<file path="config.mk">
export PLATFORM = sky130hd
export DESIGN_NAME = trdb_tcdm_writer
export DESIGN_NICKNAME = d
export VERILOG_FILES = /design/src/rtl/trdb_pkg.sv /design/src/rtl/trdb_word_fifo.sv /design/src/rtl/trdb_tcdm_writer.sv
export SDC_FILE = /design/constraint.sdc
export NUM_CORES = 1
export LEC_CHECK = 0
export CAP_MARGIN = 0
export CORE_ASPECT_RATIO = 0.6
export CORE_MARGIN = 2
export CORE_UTILIZATION = 57
export CTS_BUF_LIST = sky130_fd_sc_hd__clkbuf_2
export DETAILED_ROUTE_END_ITERATION = 8
export HOLD_SLACK_MARGIN = 0.08
export PLACE_DENSITY = 0.95
export SYNTH_ARGS = -nofsm -noshare
export SYNTH_HDL_FRONTEND = slang
export SYNTH_HIERARCHICAL = 1
export SYNTH_SLANG_ARGS = --single-unit
</file>
<file path="constraint.sdc">
create_clock -name clk_i -period 8.1 [get_ports clk_i]
set_input_delay 0.81 -clock clk_i [delete_from_list [all_inputs] [get_ports clk_i]]
set_output_delay 0.81 -clock clk_i [all_outputs]
set_load 0.02 [all_outputs]
</file>
<file path="src/rtl/trdb_pkg.sv">
// Shared types for the trace debugger memory writer.
// Word width, word type and the writer FSM states.
package trdb_pkg;

    localparam int unsigned TRDB_WORD_LEN = 32;

    typedef logic [TRDB_WORD_LEN-1:0] trdb_word_t;

    typedef enum logic [1:0] {
        IDLE,
        WRITE,
        STOPPED
    } trdb_wr_state_e;

endpackage

</file>
<file path="src/rtl/trdb_word_fifo.sv">
// Generic synchronous word FIFO with clear; DEPTH must be a power of 2.
// Caller guarantees no push when full (unless popping) and no pop when empty.
module trdb_word_fifo
    import trdb_pkg::*;
#(
    parameter int unsigned DEPTH = 4
) (
    input  logic                       clk_i,
    input  logic                       rst_i,
    input  logic                       clear_i,
    input  logic                       push_i,
    input  trdb_word_t                 data_i,
    input  logic                       pop_i,
    output trdb_word_t                 data_o,
    output logic                       full_o,
    output logic                       empty_o,
    output logic [$clog2(DEPTH):0]     cnt_o
);

    localparam int unsigned AW = $clog2(DEPTH);

    trdb_word_t    mem_q [DEPTH];
    logic [AW-1:0] rd_q, rd_d;
    logic [AW-1:0] wr_q, wr_d;
    logic [AW:0]   cnt_q, cnt_d;

    always_comb begin
        rd_d  = rd_q;
        wr_d  = wr_q;
        cnt_d = cnt_q;
        if (clear_i) begin
            rd_d  = '0;
            wr_d  = '0;
            cnt_d = '0;
        end else begin
            if (push_i) wr_d = wr_q + AW'(1);
            if (pop_i)  rd_d = rd_q + AW'(1);
            if (push_i && !pop_i) cnt_d = cnt_q + (AW+1)'(1);
            if (!push_i && pop_i) cnt_d = cnt_q - (AW+1)'(1);
        end
    end

    always_ff @(posedge clk_i or posedge rst_i) begin
        if (rst_i) begin
            rd_q  <= '0;
            wr_q  <= '0;
            cnt_q <= '0;
        end else begin
            rd_q  <= rd_d;
            wr_q  <= wr_d;
            cnt_q <= cnt_d;
        end
    end

    always_ff @(posedge clk_i) begin
        if (push_i && !clear_i) mem_q[wr_q] <= data_i;
    end

    assign data_o  = mem_q[rd_q];
    assign full_o  = (cnt_q == (AW+1)'(DEPTH));
    assign empty_o = (cnt_q == '0);
    assign cnt_o   = cnt_q;

endmodule

</file>
<file path="src/rtl/trdb_tcdm_writer.sv">
// Writes aligned trace words into a circular memory buffer over a req/gnt port.
// Define TRDB_OVERFLOW_CNT_EN to add the saturating overflow_cnt_o counter.
module trdb_tcdm_writer
    import trdb_pkg::*;
#(
    parameter int unsigned FIFO_DEPTH = 4,
    parameter int unsigned BUF_SIZE_W = 16
) (
    input  logic                  clk_i,
    input  logic                  rst_i,
    input  logic [31:0]           data_i,
    input  logic                  valid_i,
    input  logic                  enable_i,
    input  logic                  clear_i,
    input  logic                  wrap_en_i,
    input  logic [31:0]           buf_base_i,
    input  logic [BUF_SIZE_W-1:0] buf_size_i,
    input  logic                  flush_i,
    output logic                  flush_done_o,
    output logic                  mem_req_o,
    input  logic                  mem_gnt_i,
    output logic [31:0]           mem_addr_o,
    output logic [31:0]           mem_wdata_o,
    output logic                  mem_we_o,
    output logic [3:0]            mem_be_o,
    output logic [BUF_SIZE_W-1:0] wr_ptr_o,
    output logic                  wrapped_o,
    output logic                  full_o,
    output logic                  overflow_o
`ifdef TRDB_OVERFLOW_CNT_EN
    ,
    output logic [15:0]           overflow_cnt_o
`endif
);

    localparam int unsigned CW = $clog2(FIFO_DEPTH) + 1;

    trdb_wr_state_e        state_q, state_d;
    logic [BUF_SIZE_W-1:0] ptr_q, ptr_d;
    logic                  wrapped_q, wrapped_d;
    logic                  full_q, full_d;
    logic                  ovf_q, ovf_d;

    logic       fifo_full, fifo_empty;
    logic [CW-1:0] fifo_cnt;
    trdb_word_t fifo_head;

    logic in_word, push, pop, drop, last_idx, empty_nxt;

    assign in_word  = valid_i && enable_i && !clear_i;
    assign pop      = (state_q == WRITE) && mem_gnt_i && !clear_i;
    assign push     = in_word && (state_q != STOPPED) && (!fifo_full || pop);
    assign drop     = in_word && !push;
    assign last_idx = (ptr_q == buf_size_i - BUF_SIZE_W'(1));

    // FIFO occupancy after this cycle's push/pop
    assign empty_nxt = (fifo_cnt == CW'(0) && !push) ||
                       (fifo_cnt == CW'(1) && pop && !push);

    trdb_word_fifo #(
        .DEPTH (FIFO_DEPTH)
    ) i_fifo (
        .clk_i   (clk_i),
        .rst_i   (rst_i),
        .clear_i (clear_i),
        .push_i  (push),
        .data_i  (data_i),
        .pop_i   (pop),
        .data_o  (fifo_head),
        .full_o  (fifo_full),
        .empty_o (fifo_empty),
        .cnt_o   (fifo_cnt)
    );

    always_comb begin
        state_d   = state_q;
        ptr_d     = ptr_q;
        wrapped_d = wrapped_q;
        full_d    = full_q;
        ovf_d     = drop;
        if (clear_i) begin
            state_d   = IDLE;
            ptr_d     = '0;
            wrapped_d = 1'b0;
            full_d    = 1'b0;
        end else if (state_q != STOPPED) begin
            state_d = empty_nxt ? IDLE : WRITE;
            if (pop) begin
                if (last_idx) begin
                    ptr_d     = '0;
                    wrapped_d = 1'b1;
                    if (!wrap_en_i) begin
                        full_d  = 1'b1;
                        state_d = STOPPED;
                    end
                end else begin
                    ptr_d = ptr_q + BUF_SIZE_W'(1);
                end
            end
        end
    end

    always_ff @(posedge clk_i or posedge rst_i) begin
        if (rst_i) begin
            state_q   <= IDLE;
            ptr_q     <= '0;
            wrapped_q <= 1'b0;
            full_q    <= 1'b0;
            ovf_q     <= 1'b0;
        end else begin
            state_q   <= state_d;
            ptr_q     <= ptr_d;
            wrapped_q <= wrapped_d;
            full_q    <= full_d;
            ovf_q     <= ovf_d;
        end
    end

`ifdef TRDB_OVERFLOW_CNT_EN
    logic [15:0] ovf_cnt_q, ovf_cnt_d;

    always_comb begin
        ovf_cnt_d = ovf_cnt_q;
        if (clear_i) begin
            ovf_cnt_d = '0;
        end else if (drop && ovf_cnt_q != 16'hFFFF) begin
            ovf_cnt_d = ovf_cnt_q + 16'd1;
        end
    end

    always_ff @(posedge clk_i or posedge rst_i) begin
        if (rst_i) ovf_cnt_q <= '0;
        else       ovf_cnt_q <= ovf_cnt_d;
    end

    assign overflow_cnt_o = ovf_cnt_q;
`endif

    assign mem_req_o    = (state_q == WRITE);
    assign mem_addr_o   = buf_base_i + 32'({ptr_q, 2'b00});
    assign mem_wdata_o  = fifo_head;
    assign mem_we_o     = 1'b1;
    assign mem_be_o     = 4'hF;
    assign wr_ptr_o     = ptr_q;
    assign wrapped_o    = wrapped_q;
    assign full_o       = full_q;
    assign overflow_o   = ovf_q;
    assign flush_done_o = flush_i &&
                          ((fifo_empty && !mem_req_o) || state_q == STOPPED);

endmodule

</file>
# == Word level (Yosys, flattened, before mapping) ==
# Memories as Yosys holds them, arrays and structs flattened.
# Index checks and enable logic that the tools add are counted.
# totals
ram_bits,128
regBits,28
out_inout_bits,90
n_memories,1
# memory_table
name,words,width,rd,rd_ports_with_merged_regs,wr,line,source
i_fifo.mem_q,4,32,1,0,1,trdb_word_fifo.sv:22,trdb_word_t mem_q [DEPTH];
# op_classes
reduce_logical,32
addsub,7
eq_ne,7
mux,28
# ops
op,count
2-to-1 mux 16 bit,4
adder 32 x 18 -> 32 bit,1
2-to-1 mux 2 bit,9
adder 16 x 1 -> 16 bit (second input constant),1
== test 16 bit,1
subtractor 16 x 1 -> 16 bit (second input constant),1
logical AND 1 bit,15
2-to-1 mux 1 bit,12
2-to-1 mux 3 bit,3
nonzero test 2 bit,4
logical NOT 1 bit,5
adder 2 x 1 -> 2 bit (second input constant),2
inequality test 2 bit (second input constant),2
AND reduction 4 bit,1
adder 3 x 1 -> 3 bit (second input constant),1
== test 3 x 1 -> 1 bit (second input constant),1
== test 3 bit (second input constant),1
logical NOT 3 bit,1
logical OR 1 bit,3
AND reduction 3 bit,1
nonzero test 3 bit,1
subtractor 3 x 1 -> 3 bit (second input constant),1
== test 2 x 1 -> 1 bit (second input constant),1
== test 2 bit (second input constant),1
AND reduction 2 bit,1

# == Depth between registers and ports, before layout ==
# Gate-level depths: netlist of run 1.
# depth
depth_word,14
ltp_mapped,12

# == Cells and area by module ==
# The synthesis of run 1 kept the hierarchy.
# modules_own_cells
module,cells_each,area_per_inst_um2,n_inst
trdb_word_fifo,212,5108.6,1
trdb_tcdm_writer,414,3065.4,1

# == Worst setup path after synthesis of run 1 ==
# No wires, ideal clock.
# synth_path
path_kind,input port to output port
startpoint,input buf_base_i[2]
endpoint,output mem_addr_o[22]
t_arrival_ns,3.056
required_ns,7.290
setup_slack_ns,4.234
n_path_buf,0
path_stages,10
cell_sequence,ha_1 -> inv_1 -> fa_1 -> nor2b_1 -> o31a_1 -> o21ai_0 -> o211a_1 -> or4_1 -> a21boi_0 -> xor2_1
# synth_via
elab_chain_cells,1
# synth_lines
element,line,source
start: declaration,trdb_tcdm_writer.sv:16,"input logic [31:0] buf_base_i,"
adder 32 x 18 -> 32 bit,trdb_tcdm_writer.sv:140,"assign mem_addr_o = buf_base_i + 32'({ptr_q, 2'b00});"
end: declaration,trdb_tcdm_writer.sv:22,"output logic [31:0] mem_addr_o,"
# No other way between the ends.

# == Final worst setup path of run 1 ==
# layout_path
startpoint,"register ptr_q[0], in the netlist wr_ptr_o[0]"
endpoint,output mem_addr_o[30]
# layout_via
elab_chain_cells,1
# layout_lines
element,line,source
start: declaration,trdb_tcdm_writer.sv:39,"logic [BUF_SIZE_W-1:0] ptr_q, ptr_d;"
start signal: assignment,trdb_tcdm_writer.sv:112,ptr_q <= ptr_d;
adder 32 x 18 -> 32 bit,trdb_tcdm_writer.sv:140,
# No other way between the ends.

==> results.md, run 1 <==
- Status: finished, final reports clean
- Pleak: 3.58 nW
- Largest area contributor in the netlist: edfxtp_1
- Vias in the first global route: 5974
- Hold Crit Class: in2async
- Total global-route track usage: 26.3%
- Hold-fix buffers, CTS: 0
- Final Util: 73.8%
- Largest net degree at the start of global routing: 33
- Setup slack after placement: 2.83 ns
- Tot Pwr: 1.54 mW
- Die Span Y: 96.8 µm
- CTS tree: yes
- Final #Nets: 901
- Remaining global-route overflow: 0
- Minimum clock period: 5.19 ns
- Global placer's final weighted congestion: 0.912
- Cts repair resizes: 0
- DR DRC count: 0
- Yosys reg bits: 156
- Tightest Pin Transition: 1.32 ns
- H-tree level count: 4
- Worst hold slack: 0.375 ns
- Multi-input logic area: 0.00334 mm²
- Primary FF master, synth: edfxtp_1
- Max Freq: 193 MHz
- WP data arrival: 4.38 ns
- Vias: 6099
- Asr flop ratio synth: 17.9%
- Die area: 0.0153 mm²
- Clk buf depth: 2
- Largest cells by area after synthesis: edfxtp_1, dfrtp_1, mux4_2
- Fin cells: 993
- Synth cell types: 70
- Reg clk slew, reported paths: 0.25 ns
- I/O pin total: 178
- Worst clock skew: 0.0478 ns
- Drt first pass iters: 5
- Syn Inst Count: 626
- CP Max Fanout: 7
- Syn_area_per_cell: 13.1 µm²
- Sequential area share after synthesis: 55.6%
- Critical path launch point type: flop
- Crit path kind: reg2out
- WL final: 20.1 mm
- Top-area cell type share of the netlist area: 47.0%
- Synthesis Warnings: 6
- Postcts setup bufs: 0
- Peak VDD IR: 0.0978 mV
- Post-route ant nets: 0
- Final Max Tran Viols: 0
- Cell Pwr Density: 151 mW/mm²
- Placement Cell Area: 0.00993 mm²
- Core Box Area: 0.0138 mm²
- Slew Limit Headroom: 11.4%
- Tcrit/Tclk final: 64.1%
- Final HPWL DP: 14.3 mm
- Final instance area: 0.0102 mm²
- Initial antenna violation count: 0
- CP required: 7.29 ns
- Layout cells sized above 1: 9.86%
- Dpl cells: 962
- CTS sink count: 156
- Worst Setup End Kind: output pin
- Setup TNS: 0 ns
- Root Driver: clkbuf_2
- Number of synthesized flops with an enable pin: 128
- Setup violations, final: 0
- Register area: 0.00455 mm²
- Synthesized area: 0.00817 mm²
- Die extent in x: 159 µm
- Worst-Skew Late Latency: 0.69 ns
- Synth-to-Final Area Change: 24.9%
- Inserted Clock Buffers: 17
- Ant diodes: 0
- Max-cap viol count: 0
- Final worst slack: 2.91 ns
- First-pass GRT wire length: 31.2 mm
- DR WL/cell: 20.2 µm
- Fillers: 892
- DR vias/cell: 6.14
- Row cnt: 33
- Initial core utilization: 59.1%
- Hold Vio Cnt, Final: 0
- PortBufs: 168
- 1st-iter DRT viols: 475
- Unrepaired setup endpoints after global routing: false
[path summary, 6_finish.rpt]
kind                                    to  cells after the start         from  slack, ns
setup / recovery            mem_addr_o[30]                     11  wr_ptr_o[0]       2.91
hold / removal             i_fifo/cnt_o[1]                      2        rst_i       0.38
setup reg to reg           i_fifo/cnt_o[2]                     10   state_q[1]       4.66
hold reg to reg                  wrapped_o                      1    wrapped_o       0.58
max in group asynchronous      wr_ptr_o[7]                      2        rst_i       6.94
min in group clk_i               wrapped_o                      1    wrapped_o       0.58
[cell usage after synthesis (17+ instances only)]
library cell and number:
xnor2_1 32, mux4_2 28, a21oi_1 31, edfxtp_1 128, nor2_1 39, clkbuf_1 17, dfrtp_1 28, ha_1 22
nand2_1 36, nand3_1 29, inv_1 21, xor2_1 21
[power by group]
part / switching [mW] / total, mW / internal, mW
clock network: 0.281 / 0.460 / 0.178
registers: 0.00466 / 0.879 / 0.875
logic: 0.101 / 0.199 / 0.0978
[routing by layer]
layer | track usage, % | vias to the layer above | routed length, µm
met1 | 37.2 | 3024 | 8650
met2 | 43.1 | 299 | 9760
met4 | 6.51 | 0 | 232
li1 | - | 2736 | -
met3 | 4.12 | 40 | 1410
met5 | 0 | - | 0
[kinds of logic (layout without fill, tap and decap cells)]
logic type	count (synthesis)	after routing	share of synthesized area [%]
AO/OA/AOI/OAI	105	105	8.79
XOR/XNOR	53	53	5.68
adder cells (fa/ha/maj)	25	25	3.98
buffers and inverters	56	227	3.80
flip-flops	156	156	55.6
multiplexers	37	37	9.61
other	1	5	0.0459
AND/OR/NAND/NOR	193	193	12.5
[layout make-up]
cell class,count,area share (%)
multi-input cells,418,32.7
flip-flops and latches,156,44.5
repair buffers,175,17.0
inverters,21,0.772
well taps,192,2.35
clock inverters,14,1.80
clock buffers,17,0.834
[cells in the final DEF, fill, tap and decap left out, types with 22 or more instances in the layout]
| cell type | n |
|---|---|
| a21oi_1 | 30 |
| clkdlybuf4s50_1 | 168 |
| dfrtp_1 | 27 |
| edfxtp_1 | 128 |
| ha_1 | 22 |
| mux4_2 | 28 |
| nand2_1 | 36 |
| nand3_1 | 29 |
| nor2_1 | 39 |
| xnor2_1 | 32 |
[state kept, by name (all words and copies together), names as in the netlist]
name,count
wrapped_o,1
i_fifo/wr_q,2
state_q,2
i_fifo/mem_q,128
overflow_o,1
wr_ptr_o,16
full_o,1
i_fifo/cnt_o,3
i_fifo/rd_q,2
[worst max-delay path, stage by stage (launching register included)]
cell	delay, ns
dfrtp_1	0.56
ha_1	0.23
inv_1	0.06
fa_1	0.41
nor2b_1	0.17
o31a_1	0.19
o21ai_0	0.11
o211a_1	0.25
or4_1	0.63
a21oi_1	0.24
xor2_1	0.20
clkdlybuf4s50_1	0.64
(Power assumes the default switching activity.)
==> run 2: changes to the inputs <==
--- a/config.mk
+++ b/config.mk
@@ -8,11 +8,11 @@
 export CAP_MARGIN = 0
 export CORE_ASPECT_RATIO = 0.6
 export CORE_MARGIN = 2
-export CORE_UTILIZATION = 57
+export CORE_UTILIZATION = 48
 export CTS_BUF_LIST = sky130_fd_sc_hd__clkbuf_2
 export DETAILED_ROUTE_END_ITERATION = 8
 export HOLD_SLACK_MARGIN = 0.08
-export PLACE_DENSITY = 0.95
+export PLACE_DENSITY = 0.88
 export SYNTH_ARGS = -nofsm -noshare
 export SYNTH_HDL_FRONTEND = slang
 export SYNTH_HIERARCHICAL = 1
==> constraint.sdc (replaced) <==
create_clock -name clk_i -period 4.6 [get_ports clk_i]
set_input_delay 0.46 -clock clk_i [delete_from_list [all_inputs] [get_ports clk_i]]
set_output_delay 0.46 -clock clk_i [all_outputs]
set_load 0.02 [all_outputs]
==> results.md, run 2 (synthesis gave the netlist of run 1 again) <==
- Drt first pass iters: 5 (unchanged)
- Synth-to-Final Area Change: 26.8%
- Vias: 5957 (-2.3%)
- Reg with most FFs: i_fifo/mem_q
- Hold Path End: i_fifo/mem_q[2][11]
- HP Start: data_i[11]
- PortBufs: 168 (unchanged)
- Crit path cell chain: buf_4 -> ha_1 -> a21o_1 -> a21o_1 -> a21oi_1 -> o211ai_1 -> a21oi_1 -> buf_4 -> o311ai_0 -> clkdlybuf4s50_1
- Fin cells: 1042 (+4.9%)
- Tcrit/Tclk final: 92.6%
- CP required: 4.14 ns (-3.15 ns)
- Hold Crit Class: in2reg
- Hold Vio Cnt, Final: 0 (unchanged)
- DR DRC count: 0 (unchanged)
- Global placer's final weighted congestion: 0.933 (+2.3%)
- Max Freq: 235 MHz
- Inserted Clock Buffers: 17 (unchanged)
- Reg clk slew, reported paths: 0.28 ns (+0.03 ns)
- Crit path kind: reg2out
- Worst Setup End Kind: output pin
- Die area: 0.0181 mm² (+18%)
- Initial core utilization: 49.7% (-9.4 points)
- Worst R2R End: wr_ptr_o[3]
- Final #Nets: 913 (+1.3%)
- Max-cap viol count: 0 (unchanged)
- Slew Limit Headroom: 43.2% (+32 points)
- Clk buf depth: 2 (unchanged)
- Row cnt: 36 (+9.1%)
- Initial antenna violation count: 0 (unchanged)
- Worst-Skew Late Latency: 0.69 ns (about the same)
- Core Box Area: 0.0164 mm² (+19%)
- Critical path launch point type: flop
- Cell Pwr Density: 260 mW/mm² (+72%)
- Post-route ant nets: 0 (unchanged)
- Slowest cell on the critical path: clkdlybuf4s50_1
- Layout cells sized above 1: 11.2% (+1.3 points)
- Die Span Y: 105 µm (+8.6%)
- Ant diodes: 0 (unchanged)
- Pleak: 3.68 nW (+3.0%)
- Tightest Pin Transition: 0.850 ns (-0.470 ns)
- First-pass GRT wire length: 30.7 mm (-1.6%)
- Minimum clock period: 4.26 ns
- WL final: 19.8 mm (-1.2%)
- Setup violations, final: 0 (unchanged)
- FF-to-FF setup slack: 1.71 ns (-2.95 ns)
- CTS tree: yes
- Remaining global-route overflow: 0 (unchanged)
- Status: finished, final reports clean
- Final worst slack: 0.339 ns (-2.57 ns)
- Tot Pwr: 2.69 mW (+75%)
- WP data arrival: 3.80 ns (-0.58 ns)
- Dpl cells: 1009 (+4.9%)
- CTS sink count: 156 (unchanged)
- Unrepaired setup endpoints after global routing: false
- H-tree level count: 4 (unchanged)
- Die extent in x: 172 µm (+8.7%)
- I/O pin total: 178 (unchanged)
- Commonest non-fill, non-tap cell in the layout: clkdlybuf4s50_1
- Worst Reg-to-Reg Cells: 7 (-3)
- DR WL/cell: 19.0 µm (-5.8%)
- Hold path cells: 1
- Root Driver: clkbuf_2
- CP peak stage delay: 0.72 ns (+0.08 ns)
- Setup slack after placement: 0.275 ns (-2.55 ns)
- Launch point of the worst reg-to-reg path: wr_ptr_o[4]
- DR vias/cell: 5.72 (-6.9%)
- Peak VDD IR: 0.174 mV (+78%)
- Worst clock skew: 0.0294 ns (-0.0184 ns)
- 1st-iter DRT viols: 504 (+6.1%)
- Final HPWL DP: 14.8 mm (+3.2%)
- Total global-route track usage: 22.3% (-4.0 points)
- Final Max Tran Viols: 0 (unchanged)
- Setup TNS: 0 ns (unchanged)
- CP Max Fanout: 17 (+10)
- Max FFs per register: 128 (unchanged)
- Commonest cells after routing, fill and taps aside: clkdlybuf4s50_1, edfxtp_1, nor2_1, nand2_1, xnor2_1
- Largest net degree at the start of global routing: 33 (unchanged)
- Vias in the first global route: 5583 (-6.5%)
-- run 2: cell types whose count changed in the layout (fill, tap and decap cells not counted), moves of 2 or more --
cell             before  now
buf_4                 7   18
bufinv_16             3    1
clkinv_4              4    2
inv_6                 4    1
clkinv_8              0    3
inv_8                 1    7
dlymetal6s2s_1        0    5
clkdlybuf4s50_1     168  163
-- run 2: power by group --
| group | total [mW] | switching, mW | internal [mW] | leakage, nW |
|---|---|---|---|---|
| registers | 1.55 | 0.0105 | 1.54 | 1.54 |
| clock network | 0.791 | 0.552 | 0.239 | 0.161 |
| logic | 0.350 | 0.174 | 0.176 | 1.98 |
| total | 2.69 | 0.736 | 1.96 | 3.68 |
-- run 2: worst max-delay path by stage --
| stage | from | to | slack (ns) | cells past startpoint |
|---|---|---|---|---|
| finish | wr_ptr_o[1] | mem_addr_o[21] | 0.34 | 10 |
| global placement | buf_base_i[2] | mem_addr_o[22] | 0.36 | 12 |
| detailed placement | buf_base_i[2] | mem_addr_o[22] | 0.27 | 12 |
| global route | wr_ptr_o[1] | mem_addr_o[21] | 0.08 | 10 |
| CTS | wr_ptr_o[0] | mem_addr_o[28] | 0.02 | 11 |
| floorplan | wr_ptr_o[0] | mem_addr_o[22] | 1.30 | 10 |
-- run 2: area by class of cell --
| type | instances | area (µm²) |
|---|---|---|
| Fill cell | 1250 | 6080 |
| Inverter | 21 | 78.8 |
| Tap cell | 228 | 285 |
| Clock inverter | 15 | 191 |
| Clock buffer | 17 | 85.1 |
| Sequential cell | 156 | 4550 |
| Timing Repair Buffer | 187 | 1840 |
| Multi-Input combinational cell | 418 | 3340 |
-- run 2: per-stage QoR --
step	area (µm²)	hold WS, ns	util [%]
3_3_place_gp	10100	0.506	61.2
3_5_place_dp	10100	0.486	61.2
6_report	10400	0.359	63.0
2_1_floorplan	8190	0.263	-
5_1_grt	10400	0.279	63.0
4_1_cts	10300	0.287	62.9
-- run 2: metal layers --
metal	GRT usage [%]	vias to the layer above	part of all wire (%)	wire (µm)
li1	-	2771	-	-
met1	35.0	2900	47	9280
met2	31.2	275	43	8610
met3	5.57	11	8.9	1770
met4	4.92	0	0.79	157
met5	0	-	0	0
-- run 2: repair_timing --
| action | 4_1_cts | 5_1_grt |
|---|---|---|
| resized for setup | 1 | 6 |
| hold endpoints to repair | 7 | 0 |
| gates cloned | 0 | 0 |
| endpoints found under the setup margin | 1 | 5 |
| setup buffers | 0 | 0 |
| hold buffers | 1 | 0 |
-- run 2: worst max-delay path: cells and delay by family, from the launching register on --
family / cells / cell delay [ns]
compound gates: 6 / 1.31
fa+ha+maj: 1 / 0.28
buf+inv: 3 / 1.11
flops: 1 / 0.44
